===== src/rtl/rx_rsp_scheduler_pkg.sv =====
// Shared scheduler definitions used by both the RX and TX response schedulers.
// Contents: head-sequencer state encoding, response status codes and the bit
// offsets of the fields inside a 32-bit response frame.
package rx_rsp_scheduler_pkg;

  // Head-of-queue sequencer states
  typedef enum logic [1:0] {
    S_IDLE     = 2'd0,  // queue empty
    S_WAIT_RSP = 2'd1,  // head present, data not yet captured
    S_PRESENT  = 2'd2   // frame offered downstream
  } sched_state_e;

  // Response status codes carried in the low byte of the frame
  localparam logic [7:0] ST_OK      = 8'h00;
  localparam logic [7:0] ST_TIMEOUT = 8'h01;

  // Frame layout: {op_id, data, sw_idx, status}, one byte each
  localparam int FRM_FIELD_W    = 8;
  localparam int FRM_OPID_LSB   = 24;
  localparam int FRM_DATA_LSB   = 16;
  localparam int FRM_SWIDX_LSB  = 8;
  localparam int FRM_STATUS_LSB = 0;

  // Operation tag width
  localparam int OPID_W = 8;

endpackage


===== src/rtl/rsp_tag_fifo.sv =====
// In-order circular queue of outstanding-read tags.
// Ports:
//   clk, rst_n  - clock, asynchronous active-low reset
//   push, push_data - write one entry (ignored when full)
//   pop         - remove the head entry (ignored when empty)
//   head_data   - current head entry
//   full, empty - occupancy flags
//   count       - number of stored entries
module rsp_tag_fifo #(
  parameter int DEPTH = 4,
  parameter int WIDTH = 11,
  localparam int PTR_W = (DEPTH > 1) ? $clog2(DEPTH) : 1,
  localparam int CNT_W = $clog2(DEPTH + 1)
) (
  input  logic             clk,
  input  logic             rst_n,
  input  logic             push,
  input  logic [WIDTH-1:0] push_data,
  input  logic             pop,
  output logic [WIDTH-1:0] head_data,
  output logic             full,
  output logic             empty,
  output logic [CNT_W-1:0] count
);

  logic [WIDTH-1:0] mem_q [DEPTH];
  logic [PTR_W-1:0] wr_ptr_q, wr_ptr_d;
  logic [PTR_W-1:0] rd_ptr_q, rd_ptr_d;
  logic [CNT_W-1:0] cnt_q, cnt_d;
  logic             do_push_s;
  logic             do_pop_s;

  assign full      = (cnt_q == CNT_W'(DEPTH));
  assign empty     = (cnt_q == '0);
  assign count     = cnt_q;
  assign head_data = mem_q[rd_ptr_q];
  assign do_push_s = push & ~full;
  assign do_pop_s  = pop & ~empty;

  // Pointer wrap and occupancy next-state (pointers wrap explicitly so DEPTH need not be a power of two)
  always_comb begin
    wr_ptr_d = wr_ptr_q;
    rd_ptr_d = rd_ptr_q;
    if (do_push_s) begin
      if (wr_ptr_q == PTR_W'(DEPTH - 1)) wr_ptr_d = '0;
      else                               wr_ptr_d = wr_ptr_q + PTR_W'(1);
    end else begin
      wr_ptr_d = wr_ptr_q;
    end
    if (do_pop_s) begin
      if (rd_ptr_q == PTR_W'(DEPTH - 1)) rd_ptr_d = '0;
      else                               rd_ptr_d = rd_ptr_q + PTR_W'(1);
    end else begin
      rd_ptr_d = rd_ptr_q;
    end
    cnt_d = cnt_q + CNT_W'(do_push_s) - CNT_W'(do_pop_s);
  end

  // Pointer, count and storage registers
  always_ff @(posedge clk or negedge rst_n) begin
    if (!rst_n) begin
      wr_ptr_q <= '0;
      rd_ptr_q <= '0;
      cnt_q    <= '0;
      for (int i = 0; i < DEPTH; i++) mem_q[i] <= '0;
    end else begin
      wr_ptr_q <= wr_ptr_d;
      rd_ptr_q <= rd_ptr_d;
      cnt_q    <= cnt_d;
      if (do_push_s) mem_q[wr_ptr_q] <= push_data;
    end
  end

endmodule


===== src/rtl/rx_rsp_scheduler.sv =====
// Collects read data returned by a set of switch instances and emits it as
// response frames in the order the reads were issued.
// Ports:
//   clk, rst_n        - clock, asynchronous active-low reset
//   issue_*           - operation issued to the switches (reads are queued)
//   issue_rdy         - outstanding queue has room
//   rsp_vld, rsp_data - per-switch read-data strobes and packed data
//   out_vld/out_rdy/out_frame - response frame handshake
//   err_ovf, err_unexp, err_sel - sticky error flags
module rx_rsp_scheduler
  import rx_rsp_scheduler_pkg::*;
#(
  parameter int NUM_SW_INST = 5,
  parameter int W_WIDTH     = 8,
  parameter int FRAME_WIDTH = 32,
  parameter int OUTST_DEPTH = 4,
  parameter int TIMEOUT_CYC = 16
) (
  input  logic                           clk,
  input  logic                           rst_n,
  input  logic                           issue_vld,
  input  logic [NUM_SW_INST-1:0]         issue_sel,
  input  logic [7:0]                     issue_op_id,
  input  logic                           issue_wr_rd_s,
  output logic                           issue_rdy,
  input  logic [NUM_SW_INST-1:0]         rsp_vld,
  input  logic [NUM_SW_INST*W_WIDTH-1:0] rsp_data,
  output logic                           out_vld,
  input  logic                           out_rdy,
  output logic [FRAME_WIDTH-1:0]         out_frame,
  output logic                           err_ovf,
  output logic                           err_unexp,
  output logic                           err_sel
);

  localparam int SW_W  = (NUM_SW_INST > 1) ? $clog2(NUM_SW_INST) : 1;
  localparam int ENT_W = OPID_W + SW_W;
  localparam int OC_W  = $clog2(OUTST_DEPTH) + 1;
  localparam int CNT_W = $clog2(OUTST_DEPTH + 1);
  localparam int TC_W  = $clog2(TIMEOUT_CYC + 1);

  // True when exactly one bit of the select is set
  function automatic logic onehot_f(input logic [NUM_SW_INST-1:0] v);
    int unsigned n;
    n = 32'd0;
    for (int i = 0; i < NUM_SW_INST; i++) n = n + {31'd0, v[i]};
    return (n == 32'd1);
  endfunction

  // Index of the set bit of a one-hot select
  function automatic logic [SW_W-1:0] idx_f(input logic [NUM_SW_INST-1:0] v);
    logic [SW_W-1:0] r;
    r = '0;
    for (int i = 0; i < NUM_SW_INST; i++) begin
      if (v[i]) r = SW_W'(i);
    end
    return r;
  endfunction

  // Assemble a response frame from its fields
  function automatic logic [FRAME_WIDTH-1:0] frame_f(
    input logic [OPID_W-1:0]  op,
    input logic [W_WIDTH-1:0] dat,
    input logic [SW_W-1:0]    sw,
    input logic [7:0]         st
  );
    logic [FRAME_WIDTH-1:0] f;
    f = '0;
    f[FRM_OPID_LSB   +: FRM_FIELD_W] = op;
    f[FRM_DATA_LSB   +: FRM_FIELD_W] = FRM_FIELD_W'(dat);
    f[FRM_SWIDX_LSB  +: FRM_FIELD_W] = FRM_FIELD_W'(sw);
    f[FRM_STATUS_LSB +: FRM_FIELD_W] = st;
    return f;
  endfunction

  sched_state_e            state_q, state_d;
  logic                    out_vld_q, out_vld_d;
  logic [FRAME_WIDTH-1:0]  frame_q, frame_d;
  logic [TC_W-1:0]         tmo_q, tmo_d;
  logic [OC_W-1:0]         outst_q [NUM_SW_INST];
  logic [OC_W-1:0]         outst_d [NUM_SW_INST];
  logic [W_WIDTH-1:0]      cap_q   [NUM_SW_INST];
  logic [W_WIDTH-1:0]      cap_d   [NUM_SW_INST];
  logic [NUM_SW_INST-1:0]  pend_q, pend_d;
  logic                    err_ovf_q, err_unexp_q, err_sel_q;

  logic                    full_s, empty_s;
  logic [CNT_W-1:0]        cnt_s;
  logic [ENT_W-1:0]        head_s;
  logic [OPID_W-1:0]       head_op_s;
  logic [SW_W-1:0]         head_sw_s;
  logic                    head_pend_s;
  logic [W_WIDTH-1:0]      head_cap_s;
  logic                    rd_acc_s, sel_ok_s, push_s, pop_s;
  logic [SW_W-1:0]         push_idx_s;
  logic [NUM_SW_INST-1:0]  sw_inc_s, sw_dec_s, outst_zero_s, capture_s;

  // Full blocks new issues even if the head pops this cycle
  assign issue_rdy  = ~full_s;
  assign rd_acc_s   = issue_vld & issue_rdy & ~issue_wr_rd_s;
  assign sel_ok_s   = onehot_f(issue_sel);
  assign push_s     = rd_acc_s & sel_ok_s;
  assign push_idx_s = idx_f(issue_sel);
  assign pop_s      = out_vld_q & out_rdy;
  assign head_op_s  = head_s[ENT_W-1 -: OPID_W];
  assign head_sw_s  = head_s[SW_W-1:0];

  assign out_vld    = out_vld_q;
  assign out_frame  = frame_q;
  assign err_ovf    = err_ovf_q;
  assign err_unexp  = err_unexp_q;
  assign err_sel    = err_sel_q;

  rsp_tag_fifo #(
    .DEPTH (OUTST_DEPTH),
    .WIDTH (ENT_W)
  ) u_tag_fifo (
    .clk       (clk),
    .rst_n     (rst_n),
    .push      (push_s),
    .push_data ({issue_op_id, push_idx_s}),
    .pop       (pop_s),
    .head_data (head_s),
    .full      (full_s),
    .empty     (empty_s),
    .count     (cnt_s)
  );

  // Per-switch bookkeeping: outstanding counts, capture registers, pending flags
  always_comb begin
    head_pend_s = 1'b0;
    head_cap_s  = '0;
    for (int i = 0; i < NUM_SW_INST; i++) begin
      sw_inc_s[i]     = push_s & (push_idx_s == SW_W'(i));
      sw_dec_s[i]     = pop_s & (head_sw_s == SW_W'(i));
      outst_zero_s[i] = (outst_q[i] == '0);
      capture_s[i]    = rsp_vld[i] & ~outst_zero_s[i] & ~pend_q[i];
      // inc and dec on the same switch cancel out
      outst_d[i]      = outst_q[i] + OC_W'(sw_inc_s[i]) - OC_W'(sw_dec_s[i]);
      // Popping the head frees its slot even if new data strobes in that cycle
      if (sw_dec_s[i])       pend_d[i] = 1'b0;
      else if (capture_s[i]) pend_d[i] = 1'b1;
      else                   pend_d[i] = pend_q[i];
      if (capture_s[i]) cap_d[i] = rsp_data[i*W_WIDTH +: W_WIDTH];
      else              cap_d[i] = cap_q[i];
      if (head_sw_s == SW_W'(i)) begin
        head_pend_s = pend_q[i];
        head_cap_s  = cap_q[i];
      end else begin
        head_pend_s = head_pend_s;
      end
    end
  end

  // Head sequencer next-state and frame assembly
  always_comb begin
    state_d   = state_q;
    out_vld_d = out_vld_q;
    frame_d   = frame_q;
    tmo_d     = tmo_q;
    case (state_q)
      S_IDLE: begin
        tmo_d = '0;
        if (!empty_s) state_d = S_WAIT_RSP;
        else          state_d = S_IDLE;
      end
      S_WAIT_RSP: begin
        if (head_pend_s) begin
          state_d   = S_PRESENT;
          out_vld_d = 1'b1;
          frame_d   = frame_f(head_op_s, head_cap_s, head_sw_s, ST_OK);
          tmo_d     = '0;
        end else if (tmo_q == TC_W'(TIMEOUT_CYC - 1)) begin
          // this cycle is the last allowed wait cycle
          state_d   = S_PRESENT;
          out_vld_d = 1'b1;
          frame_d   = frame_f(head_op_s, '0, head_sw_s, ST_TIMEOUT);
          tmo_d     = '0;
        end else begin
          tmo_d     = tmo_q + TC_W'(1);
        end
      end
      S_PRESENT: begin
        tmo_d = '0;
        if (out_rdy) begin
          out_vld_d = 1'b0;
          // entries left behind the popped head (a same-cycle push also counts)
          if ((cnt_s > CNT_W'(1)) || push_s) state_d = S_WAIT_RSP;
          else                               state_d = S_IDLE;
        end else begin
          out_vld_d = 1'b1;
        end
      end
      default: begin
        state_d   = S_IDLE;
        out_vld_d = 1'b0;
        tmo_d     = '0;
      end
    endcase
  end

  // State, frame, per-switch and sticky error registers
  always_ff @(posedge clk or negedge rst_n) begin
    if (!rst_n) begin
      state_q     <= S_IDLE;
      out_vld_q   <= 1'b0;
      frame_q     <= '0;
      tmo_q       <= '0;
      pend_q      <= '0;
      err_ovf_q   <= 1'b0;
      err_unexp_q <= 1'b0;
      err_sel_q   <= 1'b0;
      for (int i = 0; i < NUM_SW_INST; i++) begin
        outst_q[i] <= '0;
        cap_q[i]   <= '0;
      end
    end else begin
      state_q     <= state_d;
      out_vld_q   <= out_vld_d;
      frame_q     <= frame_d;
      tmo_q       <= tmo_d;
      pend_q      <= pend_d;
      err_ovf_q   <= err_ovf_q   | (|(rsp_vld & ~outst_zero_s & pend_q));
      err_unexp_q <= err_unexp_q | (|(rsp_vld & outst_zero_s));
      err_sel_q   <= err_sel_q   | (rd_acc_s & ~sel_ok_s);
      for (int i = 0; i < NUM_SW_INST; i++) begin
        outst_q[i] <= outst_d[i];
        cap_q[i]   <= cap_d[i];
      end
    end
  end

endmodule


===== config.mk =====
export PLATFORM = sky130hd
export DESIGN_NAME = rx_rsp_scheduler
export DESIGN_NICKNAME = d
export VERILOG_FILES = /design/src/rtl/rx_rsp_scheduler_pkg.sv /design/src/rtl/rsp_tag_fifo.sv /design/src/rtl/rx_rsp_scheduler.sv
export SDC_FILE = /design/constraint.sdc
export NUM_CORES = 1
export LEC_CHECK = 0
export CAP_MARGIN = 20
export CORE_MARGIN = 1.5
export CORE_UTILIZATION = 25
export DETAILED_ROUTE_END_ITERATION = 8
export PLACE_DENSITY_LB_ADDON = 0.3
export SETUP_SLACK_MARGIN = 0.1
export SYNTH_ARGS = -nofsm -noshare
export SYNTH_HDL_FRONTEND = slang
export SYNTH_SLANG_ARGS = --single-unit

===== constraint.sdc =====
create_clock -name clk -period 3.63 [get_ports clk]
set_input_delay 1.089 -clock clk [delete_from_list [all_inputs] [get_ports clk]]
set_output_delay 1.089 -clock clk [all_outputs]
set_load 0.03 [all_outputs]

==> metrics <==
critical path class input pin to flop; Vias 4,362; Logic pwr share 42.1%; Clock Tree Root clkbuf_16; Psw 0.00264 W; Die Wd 168 um; nets 747; Final setup viols 6; # fillers 2,624; vias in the first global route 4,645; unrepaired setup endpoints after global routing yes; max-slew violations 0; TritonRoute pass-1 iters 4; Hold Crit Depth 1; Net Sw Frac 35.9%; Worst Hold Path EP tmo_q[0]$_DFF_PN0_; Worst Path Max Fanout 4; Final Instance Count excl. Fillers 1,006; cts bufs inserted 17; Iter 0 DRT Violations 156; Pleak 4.00 nW; min Tclk post-route 3780 ps; diode count 0; CP most frequent cell inv_2; Synth top area share 52.0%; cell area after placement 8350 um2; Finished Cell Area 9040 um2; placed cell count 970; Post-synth EDFFs 0; first-pass GRT wire length 26,500 um; worst r2r dst outst_q[11]$_DFF_PN0_; CP arrival 4090 ps; CP Cell Sequence buf_6 > inv_2 > fa_1 > fa_2 > inv_2 > ha_4 > nor3_4 > and4b_1 > buf_4 > buf_6 > nand4_1 > ha_1 > inv_2 > ha_4 > fa_2 > xnor2_2 > xnor2_1; max cap viols 0; Slew @ Worst Pin 858 ps; Cell Pwr Density 814 nW/um2; total congestion overflow 0; Hold Vio Cnt, Final 0; total wire length 16,600 um; final hold slack 472 ps; antenna violations before repair 0; DRC viols 0; Crit path buffers/inverters 6; Crit-path slowest cell fa_1; leading area contributor after synthesis dfrtp_1; fraction of layout cells with a size suffix above 1 32.3%; Sink Count 142; CTS tree done; number of port buffers 87; Worst-Skew Late Latency 430 ps; placeable core area 26,900 um2; clock network power share 22.0%; Syn Inst Count 533; synthesized cell area 6840 um2; Hold Path Origin tmo_q[0]$_DFF_PN0_; Worst Setup Start Kind input pin; Reg area 3550 um2; predominant post-synthesis flop cell dfrtp_1; slowest stage delay, CP 480 ps; Distinct cells, synth 48; Vias per Instance 4.34; CTS Buffer Depth 2; Rel. slew slack 42.1%; Syn-to-layout area delta 32.2%; clock slew at reported path FFs 60 ps; Final Worst Setup Slack -152 ps; Synth async-reset ratio 100%; most frequent cell after synthesis dfrtp_1; fmax 0.264 GHz; HP Class flop to flop; num ports 100; period utilization 104%; antenna viol nets, final 0; synth warn 0; worst vdd ir 0.000334 V; flop2flop setup slack 560 ps; Initial Utilization 25.4%; register area share after synthesis 52.0%; Synth Register Bits 142; Seq pwr share 35.9%; largest cells by area after synthesis dfrtp_1, mux2_2, ha_1, mux4_2, fa_1; failing checks negative setup slack; Worst Path Required 3940 ps; Register-to-Register Path Depth 12; CP endpoint kind flop; internal power 0.00471 W; area of the multi-input gates 3160 um2; gp weighted congestion 0.721; full die area 28,300 um2; Mean Syn Cell Area 12.8 um2; DIE HEIGHT 168 um; Wirelength per Cell 16.5 um; top cells by count, synth dfrtp_1, mux2_2, inv_1; clock skew 14.2 ps; H-Tree Depth 4; Worst R2R Start u_tag_fifo.rd_ptr_q[0]$_DFFE_PN0P_; hpwl dp 12,000 um; status finished, violations left; CP top delay family adder cells; Site Rows 60; largest net degree at the start of global routing 63; GRT Util Overall 12.5%
## layer usage
metal	wire [um]	global-route usage (%)	up-vias	part of all wire [%]
met3	564	2.49	17	3.4
met2	7940	20.2	78	48
met1	7850	16.7	2186	47
met4	235	3.80	0	1.4
li1	-	-	2081	-
met5	0	0	-	0
## cells by family after synthesis
logic type      after synthesis  synth area share [%]
flops                       142                  52.0
simple gates                100                  7.56
xor+xnor                     13                  1.67
other cells                   1                0.0549
compound gates               57                  5.58
buf+inv                      67                  4.59
mux                         121                  21.8
fa+ha+maj                    32                  6.73
## through the flow
stage | TNS [ps] | total power, W | worst slack [ps] | util, %
floorplan | -3980 | 0.00478 | -570 | -
global placement | -31250 | 0.00572 | -1070 | 31.1
detailed placement | -33270 | 0.00576 | -1110 | 31.1
CTS | -738 | 0.00746 | -214 | 33.5
global route | -1490 | 0.00788 | -291 | 33.6
finish | -561 | 0.00735 | -152 | 33.6
## worst register-to-register path, cell delays in order (launching register included)
cell and delay [ps]:
dfrtp_1 550, buf_4 250, mux4_2 540, nor2_1 170, nand2_1 80, nor2_1 230, ha_1 280, inv_1 60
ha_2 170, inv_2 40, fa_2 340, xnor2_2 140, xnor2_1 120
## final cells by class
class	count	area share, %
multi-input combinational	335	35.0
inverter	34	1.49
timing repair buffer	122	13.5
sequential	142	39.3
tap	341	4.72
clock buffer	18	4.75
clock inverter	14	1.22
## cells in the final DEF (no fill, tap or decap), drive strengths merged, types with 2 or more instances in the layout
cell,synthesis,layout
a21oi,9,9
or2,2,2
nor2,25,25
and3,3,3
nand2,27,27
clkinv,0,5
conb,1,12
inv,34,40
nand3b,4,4
ha,24,24
mux2,97,97
buf,16,39
xor2,4,4
mux4,11,11
xnor2,9,9
clkbuf,17,18
and3b,4,4
mux2i,13,13
a2bb2oi,4,4
clkdlybuf4s50,0,82
o22a,2,2
and2,2,2
nand3,5,5
nor2b,12,12
dfrtp,142,142
fa,8,8
o21ai,22,22
o2bb2ai,3,3
and4,2,2
nor3,8,8
clkinvlp,0,3
a22oi,5,5
o22ai,4,4
## what timing repair did
item                                    4_1_cts  5_1_grt
pin swaps                                    17       13
resized for setup                            32        6
cloned                                        0        0
endpoints found under the setup margin       57       10
setup buffers                                 2        2
hold buffers                                  0        0
## power by group through the flow
stage	registers, W	logic (W)	clock network, W
after floorplan	0.00269	0.00209	0
after global placement	0.00266	0.00306	0
after detailed placement	0.00266	0.00310	0
after CTS	0.00265	0.00315	0.00167
after global routing	0.00273	0.00341	0.00174
final	0.00264	0.00310	0.00162
## worst max path at each step
stage                      start                     to  slack (ps)  cells after the start
finish              issue_sel[0]   outst_q[8]$_DFF_PN0_        -150                     17
global route        issue_sel[0]   outst_q[8]$_DFF_PN0_        -290                     17
CTS                 issue_sel[1]  outst_q[11]$_DFF_PN0_        -210                     17
detailed placement  issue_sel[1]   outst_q[8]$_DFF_PN0_       -1110                     16
global placement    issue_sel[1]   outst_q[8]$_DFF_PN0_       -1070                     16
floorplan           issue_sel[1]  outst_q[11]$_DFF_PN0_        -570                     18
## flip-flops by register name (all words and copies together), names as in the netlist
signal               cells
u_tag_fifo.mem_q        44
cap_q                   40
out_frame               20
outst_q                 15
pend_q                   5
tmo_q                    5
u_tag_fifo.count         3
state_q                  2
u_tag_fifo.rd_ptr_q      2
u_tag_fifo.wr_ptr_q      2
err_ovf                  1
err_sel                  1
err_unexp                1
out_vld                  1
Power figures use the tool's default switching activity.
